<file path="config.mk">
export PLATFORM = sky130hd
export DESIGN_NAME = tx_symbol_scheduler
export DESIGN_NICKNAME = d
export VERILOG_FILES = /design/src/rtl/tx_symbol_scheduler.sv
export SDC_FILE = /design/constraint.sdc
export NUM_CORES = 1
export LEC_CHECK = 0
export CAP_MARGIN = 20
export CORE_MARGIN = 1.5
export CORE_UTILIZATION = 23
export DETAILED_ROUTE_END_ITERATION = 8
export HOLD_SLACK_MARGIN = 0.03
export MAX_ROUTING_LAYER = met4
export PLACE_DENSITY_LB_ADDON = 0.2
export SETUP_SLACK_MARGIN = 0.3
export SLEW_MARGIN = 20
export SYNTH_ARGS = -nofsm -noshare
export SYNTH_HDL_FRONTEND = slang
export SYNTH_SLANG_ARGS = --single-unit
</file>
<file path="constraint.sdc">
create_clock -name clk -period 1.93 [get_ports clk]
set_clock_uncertainty 0.15 [all_clocks]
set_input_delay 0.2895 -clock clk [delete_from_list [all_inputs] [get_ports clk]]
set_output_delay 0.2895 -clock clk [all_outputs]
set_load 0.01 [all_outputs]
</file>
<file path="src/rtl/tx_symbol_scheduler.sv">
// Transmit symbol scheduler in front of the 8b/10b encoder: idle, STP/END-framed packets, periodic SKP sets.
// Latency: one registered symbol per enabled clock; first packet byte is emitted one edge after STP.
// Backpressure: data_ready_o only in DATA while enabled. SKP insertion needs macro TX_SCHED_SKP_EN.
module tx_symbol_scheduler #(
  parameter int SKP_INTERVAL = 1180,
  parameter int SKP_LEN      = 3
) (
  input  logic       clk,
  input  logic       reset,
  input  logic       enable_i,
  input  logic [7:0] data_i,
  input  logic       data_valid_i,
  input  logic       data_last_i,
  output logic       data_ready_o,
  output logic [7:0] data_o,
  output logic       k_o,
  output logic       skp_active_o,
  output logic       underrun_o
);

  localparam logic [1:0] ST_IDLE = 2'd0;
  localparam logic [1:0] ST_DATA = 2'd1;
  localparam logic [1:0] ST_END  = 2'd2;
  localparam logic [1:0] ST_SKP  = 2'd3;

  localparam logic [7:0] SYM_COM  = 8'hBC;
  localparam logic [7:0] SYM_SKP  = 8'h1C;
  localparam logic [7:0] SYM_STP  = 8'hFB;
  localparam logic [7:0] SYM_END  = 8'hFD;
  localparam logic [7:0] SYM_PAD  = 8'hF7;
  localparam logic [7:0] SYM_IDLE = 8'h00;

  logic [1:0] r_state;
  logic [7:0] r_data;
  logic       r_k;
  logic       r_skp;
  logic       r_und;

  logic [1:0] w_state_nxt;
  logic [7:0] w_data_nxt;
  logic       w_k_nxt;
  logic       w_skp_nxt;
  logic       w_und_nxt;
  logic       w_skp_due;

`ifdef TX_SCHED_SKP_EN
  localparam int               CNT_W    = (SKP_INTERVAL > 1) ? $clog2(SKP_INTERVAL) : 1;
  localparam logic [CNT_W-1:0] CNT_MAX  = CNT_W'(SKP_INTERVAL - 1);
  localparam logic [2:0]       SKP_LAST = 3'(SKP_LEN - 1);

  logic [CNT_W-1:0] r_cnt;
  logic [2:0]       r_skp_idx;
  logic             w_com;

  assign w_skp_due = (r_cnt == CNT_MAX);
  // COM is launched only from IDLE, so a due set waits out any packet in flight.
  assign w_com     = enable_i && (r_state == ST_IDLE) && w_skp_due;

  // Interval counter: saturates while a SKP set is pending, restarts on the COM edge.
  always_ff @(posedge clk or negedge reset) begin
    if (!reset) begin
      r_cnt <= '0;
    end else if (enable_i) begin
      if (w_com) begin
        r_cnt <= '0;
      end else if (!w_skp_due) begin
        r_cnt <= r_cnt + 1'b1;
      end
    end
  end

  // Position within the ordered set: counts SKP symbols emitted after COM.
  always_ff @(posedge clk or negedge reset) begin
    if (!reset) begin
      r_skp_idx <= '0;
    end else if (enable_i) begin
      if (w_com) begin
        r_skp_idx <= '0;
      end else if (r_state == ST_SKP) begin
        r_skp_idx <= r_skp_idx + 1'b1;
      end
    end
  end
`else
  logic w_unused_cfg;

  assign w_skp_due    = 1'b0;
  assign w_unused_cfg = (SKP_INTERVAL != 0) ^ (SKP_LEN != 0);
`endif

  // Next symbol and state selection for an enabled edge.
  always_comb begin
    w_state_nxt = r_state;
    w_data_nxt  = r_data;
    w_k_nxt     = r_k;
    w_skp_nxt   = r_skp;
    w_und_nxt   = 1'b0;
    case (r_state)
      ST_IDLE: begin
        if (w_skp_due) begin
          w_data_nxt  = SYM_COM;
          w_k_nxt     = 1'b1;
          w_skp_nxt   = 1'b1;
          w_state_nxt = ST_SKP;
        end else if (data_valid_i) begin
          w_data_nxt  = SYM_STP;
          w_k_nxt     = 1'b1;
          w_skp_nxt   = 1'b0;
          w_state_nxt = ST_DATA;
        end else begin
          w_data_nxt  = SYM_IDLE;
          w_k_nxt     = 1'b0;
          w_skp_nxt   = 1'b0;
        end
      end
      ST_DATA: begin
        w_skp_nxt = 1'b0;
        if (data_valid_i) begin
          w_data_nxt = data_i;
          w_k_nxt    = 1'b0;
          if (data_last_i) begin
            w_state_nxt = ST_END;
          end
        end else begin
          // Upstream starved mid-packet: fill the slot with PAD and flag it.
          w_data_nxt = SYM_PAD;
          w_k_nxt    = 1'b1;
          w_und_nxt  = 1'b1;
        end
      end
      ST_END: begin
        w_data_nxt  = SYM_END;
        w_k_nxt     = 1'b1;
        w_skp_nxt   = 1'b0;
        w_state_nxt = ST_IDLE;
      end
`ifdef TX_SCHED_SKP_EN
      ST_SKP: begin
        w_data_nxt = SYM_SKP;
        w_k_nxt    = 1'b1;
        w_skp_nxt  = 1'b1;
        if (r_skp_idx == SKP_LAST) begin
          w_state_nxt = ST_IDLE;
        end
      end
`endif
      default: begin
        w_data_nxt  = SYM_IDLE;
        w_k_nxt     = 1'b0;
        w_skp_nxt   = 1'b0;
        w_state_nxt = ST_IDLE;
      end
    endcase
  end

  // State and output registers: advance only on enabled edges; underrun is a pulse, never held.
  always_ff @(posedge clk or negedge reset) begin
    if (!reset) begin
      r_state <= ST_IDLE;
      r_data  <= SYM_IDLE;
      r_k     <= 1'b0;
      r_skp   <= 1'b0;
      r_und   <= 1'b0;
    end else if (enable_i) begin
      r_state <= w_state_nxt;
      r_data  <= w_data_nxt;
      r_k     <= w_k_nxt;
      r_skp   <= w_skp_nxt;
      r_und   <= w_und_nxt;
    end else begin
      r_und   <= 1'b0;
    end
  end

  assign data_ready_o = (r_state == ST_DATA) && enable_i;
  assign data_o       = r_data;
  assign k_o          = r_k;
  assign skp_active_o = r_skp;
  assign underrun_o   = r_und && enable_i;

endmodule
</file>
==> results of run 1 <==
-- per-stage QoR --
step,power (uW),instances,cell area [um^2],utilization [%],TNS [ns]
floorplan,470,60,627,-,0
global placement,617,113,896,35.5,-0.0173
detailed placement,620,113,896,35.5,-0.0430
CTS,820,117,925,36.7,0
global route,859,118,945,37.5,0
finish,804,118,945,37.5,0
-- power by group through the flow --
| stage | Combinational (uW) | Clock, uW | Sequential [uW] |
|---|---|---|---|
| after global placement | 288 | 0 | 329 |
| after global routing | 302 | 228 | 329 |
| final | 271 | 212 | 321 |
| after CTS | 276 | 219 | 325 |
| after detailed placement | 290 | 0 | 330 |
| after floorplan | 121 | 0 | 349 |
-- Yosys cell counts (2+ instances only) --
| library cell | instances | share of area [%] |
|---|---|---|
| nand2b_1 | 6 | 6.0 |
| o2bb2ai_1 | 6 | 8.4 |
| nand3_1 | 2 | 1.6 |
| o21ai_1 | 3 | 2.4 |
| o21ai_0 | 2 | 1.6 |
| a21boi_1 | 4 | 4.8 |
| buf_2 | 2 | 1.6 |
| a21oi_1 | 2 | 1.6 |
| a21boi_0 | 2 | 2.4 |
| buf_4 | 2 | 2.4 |
| dfrtp_1 | 12 | 48 |
| inv_1 | 3 | 1.8 |
-- layout make-up --
class | instances | area (um^2)
inverters | 4 | 15.0
clock buffers | 4 | 36.3
fillers | 276 | 1580
repair buffers | 29 | 280
well taps | 30 | 37.5
multi-input cells | 39 | 275
flip-flops and latches | 12 | 300
-- worst reg2reg max path, cell delays in order, from the launching register on --
cell and delay, ns:
dfrtp_1 0.38, buf_4 0.18, or3_4 0.41, nand2_4 0.10, o2bb2ai_1 0.08
-- cells in the final DEF (no fill, tap or decap), types with 3 or more instances in the layout --
master,count
dlymetal6s2s_1,5
clkdlybuf4s50_1,11
nand2b_1,6
dlygate4sd2_1,6
buf_4,6
inv_1,3
o21ai_1,3
o2bb2ai_1,6
dfrtp_1,12
a21boi_1,4
clkbuf_4,3
-- per-layer routing --
| layer | up-vias | track usage [%] | routed length [um] |
|---|---|---|---|
| li1 | 265 | - | - |
| met1 | 239 | 15.7 | 764 |
| met2 | 18 | 14.6 | 613 |
| met3 | 2 | 3.04 | 90 |
| met4 | 0 | 6.27 | 14 |
| met5 | - | - | 0 |
-- sequential cells by signal, indices dropped and copies added (netlist names) --
register,count
data_o,8
r_state,2
k_o,1
r_und,1
-- cells by family (layout without fill, tap and decap cells) --
group | after synthesis | in the layout
AO/OA/AOI/OAI | 22 | 22
AND/OR/NAND/NOR | 16 | 16
flip-flops | 12 | 12
buffers and inverters | 9 | 37
other | 1 | 1
-- path summary, 6_finish.rpt --
path                       startpoint      endpoint  slack [ns]  cells after the start
min in group clk            data_o[3]     data_o[3]        0.34                      1
min reg2reg                 data_o[3]     data_o[3]        0.34                      1
min                             reset     data_o[1]        0.21                      1
max reg2reg                r_state[0]     data_o[7]        0.52                      4
max in group asynchronous       reset     data_o[0]        1.04                      1
max                        r_state[1]  data_ready_o        0.35                      3
-- what timing repair did --
item / in CTS / in global routing
buffers inserted: 0 / 1
resized for setup: 8 / 5
pin swaps: 0 / 0
setup endpoints to repair: 6 / 6
==> impl_metrics.csv, run 1 <==
group,metric,value,unit
run_status,outcome,"finished clean",
critical_path,crit_family,"flip-flops",
placed_design,dpl.hpwl,1030,um
yosys,ys_types,26,
power,combPwrFrac,33.7,%
grt,grt.total_usage,11.3,%
final_layout,flow.area_growth_from_synthesis,50.7,%
critical_path,critPathBufInv,2,
final_layout,post_route_cells_drive_above_1_share,15.9,%
yosys,synth.avg_cell_area,10.4,um^2
grt,overflow,0,
timing,period_minus_slack,1.58,ns
yosys,synth_adder_area_share,0,%
grt,grt_pass1_wl,2600,um
timing,worst_pin_slew,0.568,ns
die,die_y,55.2,um
route,wire_per_inst,12.6,um
die,fp-row-count,18,
timing,rsz0062_at_grt,"true",
die,die_x,55.2,um
power,intPower,562,uW
power,powerDensity,851,nW/um^2
clock_tree,hold_buffers,0,
timing,post-route-period-util,82.1,%
power,seqPwrFrac,39.9,%
critical_path,end_kind,"output pin",
yosys,synth-xor-area-share,0,%
die,ios,25,
power,switchingPower,242,uW
critical_path,crit_path_top_delay_cell,"dfrtp_1",
critical_path,critPathArrivalTime,1.15,ns
route,routed_wirelength,1480,um
clock_tree,cts_num_sinks,12,
clock_tree,clockBufferDepth,2,
critical_path,startpoint_type,"flip-flop",
grt,antenna_found_initial,0,
yosys,seq_area_frac_synth,47.9,%
yosys,synth_ff_type,"dfrtp_1",
critical_path,cpPeakStageDelay,0.40,ns
yosys,synth_top_family_by_area,"compound AO/OA/AOI/OAI gates",
die,die_area,3050,um^2
critical_path,critical_path.cell_chain,"inv_2, and3_4, clkdlybuf4s15_1",
yosys,synthSimpleGateAreaFrac,17.8,%
final_layout,diodes,0,
yosys,yosys_warnings,0,
final_layout,nets,102,
critical_path,crit_fanout,3,
timing,finalSetupViolCount,0,
route,ant_nets,0,
placed_design,gp_congestion,0.742,
timing,whs,0.212,ns
placed_design,place_worst_setup_slack,-0.0430,ns
route,drc,0,
placed_design,portBuffers,23,
yosys,syn-instance-count,60,
yosys,ys_async_sr_fraction,100,%
clock_tree,insertion_delay,0.28,ns
clock_tree,cts_max_level,1,
clock_tree,tritoncts,"done",
yosys,synth-seq-cells,12,
clock_tree,cts_buffers,3,
clock_tree,root_buffer,"clkbuf_4",
timing,max_clock_freq,0.631,GHz
power,clkPwrFrac,26.3,%
die,start_util,24.9,%
job,cap_viol_max_count,0,
yosys,synth_compound_area_share,25.5,%
timing,slew_headroom,62.0,%
power,max-vdd-ir-drop,0.000355,V
yosys,synth_edf_count,0,
critical_path,required,1.49,ns
timing,worst_slack,0.345,ns
route,via_per_inst,4.44,
clock_tree,clkSlewWorstSetupHoldPaths,0.08,ns
timing,timing_max_transition_violations_final,0,
die,core,2520,um^2
grt,grt_max_degree,15,
yosys,syn-cell-area,627,um^2
hold_path,hold_class,"in2async",
timing,finalHoldViolations,0,
route,first_pass_iters,4,
route,vias,524,
yosys,synth_nets,73,
power,netSwitchingFraction,30.1,%
grt,grt_pass1_vias,539,
route,drt_iter0_drc,4,
yosys,synthMuxAreaShare,0,%
power,p_leak,0.000457,uW
critical_path,worstSetupPathType,"reg2out",
No activity file was read; power rests on OpenSTA's default activity.
==> run 2, diff against run 1 <==
==> constraint.sdc (replaced) <==
create_clock -name clk -period 1.6 [get_ports clk]
set_clock_uncertainty 0.15 [all_clocks]
set_input_delay 0.24 -clock clk [delete_from_list [all_inputs] [get_ports clk]]
set_output_delay 0.24 -clock clk [all_outputs]
set_load 0.01 [all_outputs]
==> run 2 against run 1 <==
Against the previous run: die area is the same; clock power rose by 17%; critical path depth stayed put; power grew 20%; via count up 2.5%; utilization fell by 0.84 points; sequential power is 21% higher; register-to-register slack got worse by 0.30 ns; setup slack worse by 0.15 ns; hold slack worse by 0.10 ns; combinational power is 20% higher; critical path type unchanged; largest power group unchanged.
==> impl_metrics.csv, run 2 (same netlist as run 1, synthesis figures left out) <==
group,metric,value,unit
route,vias,537,
clock_tree,root_buffer,"clkbuf_4",
placed_design,dpl.hpwl,1050,um
power,switchingPower,293,uW
power,intPower,669,uW
clock_tree,clkSlewWorstSetupHoldPaths,0.09,ns
final_layout,diodes,0,
die,start_util,24.9,%
clock_tree,hold_buffers,0,
power,powerDensity,1040,nW/um^2
grt,grt_max_degree,14,
timing,worst_slack,0.196,ns
timing,post-route-period-util,87.8,%
timing,finalSetupViolCount,0,
grt,antenna_found_initial,0,
timing,timing_max_transition_violations_final,0,
clock_tree,tritoncts,"done",
critical_path,critPathArrivalTime,1.01,ns
route,drc,0,
placed_design,place_worst_setup_slack,-0.270,ns
die,ios,25,
route,wire_per_inst,12.1,um
power,seqPwrFrac,40.5,%
placed_design,portBuffers,23,
route,first_pass_iters,3,
power,p_leak,0.000420,uW
critical_path,crit_path_top_delay_cell,"dfrtp_1",
die,core,2520,um^2
grt,overflow,0,
power,clkPwrFrac,25.9,%
critical_path,worstSetupPathType,"reg2out",
placed_design,gp_congestion,0.728,
power,total_power,962,uW
final_layout,post_route_cells_drive_above_1_share,33.0,%
clock_tree,cts_buffers,3,
route,ant_nets,0,
critical_path,startpoint_type,"flip-flop",
die,die_y,55.2,um
critical_path,critical_path.cell_chain,"inv_2, and3_4, buf_6",
grt,grt.total_usage,10.8,%
final_layout,largest_reg_flops,8,
grt,grt_pass1_vias,579,
timing,period_minus_slack,1.40,ns
clock_tree,cts_num_sinks,12,
route,drt_iter0_drc,6,
timing,max_clock_freq,0.712,GHz
final_layout,flow.area_growth_from_synthesis,47.3,%
critical_path,cpPeakStageDelay,0.40,ns
power,netSwitchingFraction,30.4,%
power,combPwrFrac,33.7,%
hold_path,hold_class,"in2async",
critical_path,r2r_cells,4,
final_layout,layout_common_cells,"dfrtp_1, clkdlybuf4s50_1, buf_4, clkbuf_2, nand2b_1",
grt,grt_pass1_wl,2530,um
critical_path,required,1.21,ns
route,via_per_inst,4.44,
run_status,outcome,"finished clean",
die,fp-row-count,18,
final_layout,final_common_cell,"dfrtp_1",
timing,finalHoldViolations,0,
die,die_x,55.2,um
clock_tree,insertion_delay,0.28,ns
route,routed_wirelength,1470,um
job,cap_viol_max_count,0,
timing,rsz0062_at_grt,"true",
clock_tree,clockBufferDepth,2,
critical_path,crit_fanout,2,
clock_tree,cts_max_level,1,
final_layout,fillers,279,
power,max-vdd-ir-drop,0.000721,V
die,die_area,3050,um^2
final_layout,nets,105,
critical_path,end_kind,"output pin",
==> run 2: worst max-delay path, delay by kind of cell, from the launching register on <==
kind,cells,cell delay (ns)
buf+inv,2,0.16
flops,1,0.40
simple gates,1,0.18
==> run 2: per-layer routing <==
layer | GRT usage, % | wire length (um) | vias up
li1 | - | - | 272
met1 | 13.8 | 675 | 246
met2 | 15.8 | 677 | 19
met3 | 5.62 | 112 | 0
met4 | 1.05 | 0 | 0
met5 | - | 0 | -
==> run 2: worst paths after layout <==
check	startpoint	end	slack, ns
worst min register to register	data_o[0]	data_o[0]	0.34
worst max register to register	r_state[1]	data_o[7]	0.22
worst max-delay path	r_state[1]	data_ready_o	0.20
worst min-delay path	reset	data_o[2]	0.11
max in group asynchronous	reset	data_o[6]	1.02
min in group clk	data_o[0]	data_o[0]	0.34
==> run 2: area by class of cell <==
type / count / area (um^2) / area share, %
Tap cell: 30 / 37.5 / 4.07
Clock buffer: 4 / 36.3 / 3.93
Timing Repair Buffer: 32 / 248 / 26.8
Inverter: 4 / 15.0 / 1.63
Multi-Input combinational cell: 39 / 287 / 31.0
Sequential cell: 12 / 300 / 32.5
==> run 2: stage by stage <==
stage	util, %	cells	setup TNS [ns]	hold WS, ns	area (um^2)
2_1_floorplan	-	60	0	-0.206	627
3_3_place_gp	36.4	116	-0.439	0.331	918
3_5_place_dp	36.4	116	-0.468	0.323	918
4_1_cts	37.9	121	0	0.108	957
5_1_grt	36.6	121	0	0.117	923
6_report	36.6	121	0	0.108	923
==> run 2: timing repair <==
item	CTS	global route
setup buffers	1	0
pin swaps	2	1
gates resized for setup	31	9
setup endpoints to repair	17	16
==> run 2: power by group through the flow <==
stage | Clock [uW] | Combinational, uW | Sequential [uW]
finish | 249 | 324 | 389
global route | 276 | 357 | 398
CTS | 257 | 343 | 390
detailed placement | 0 | 356 | 396
global placement | 0 | 354 | 397
floorplan | 0 | 147 | 421
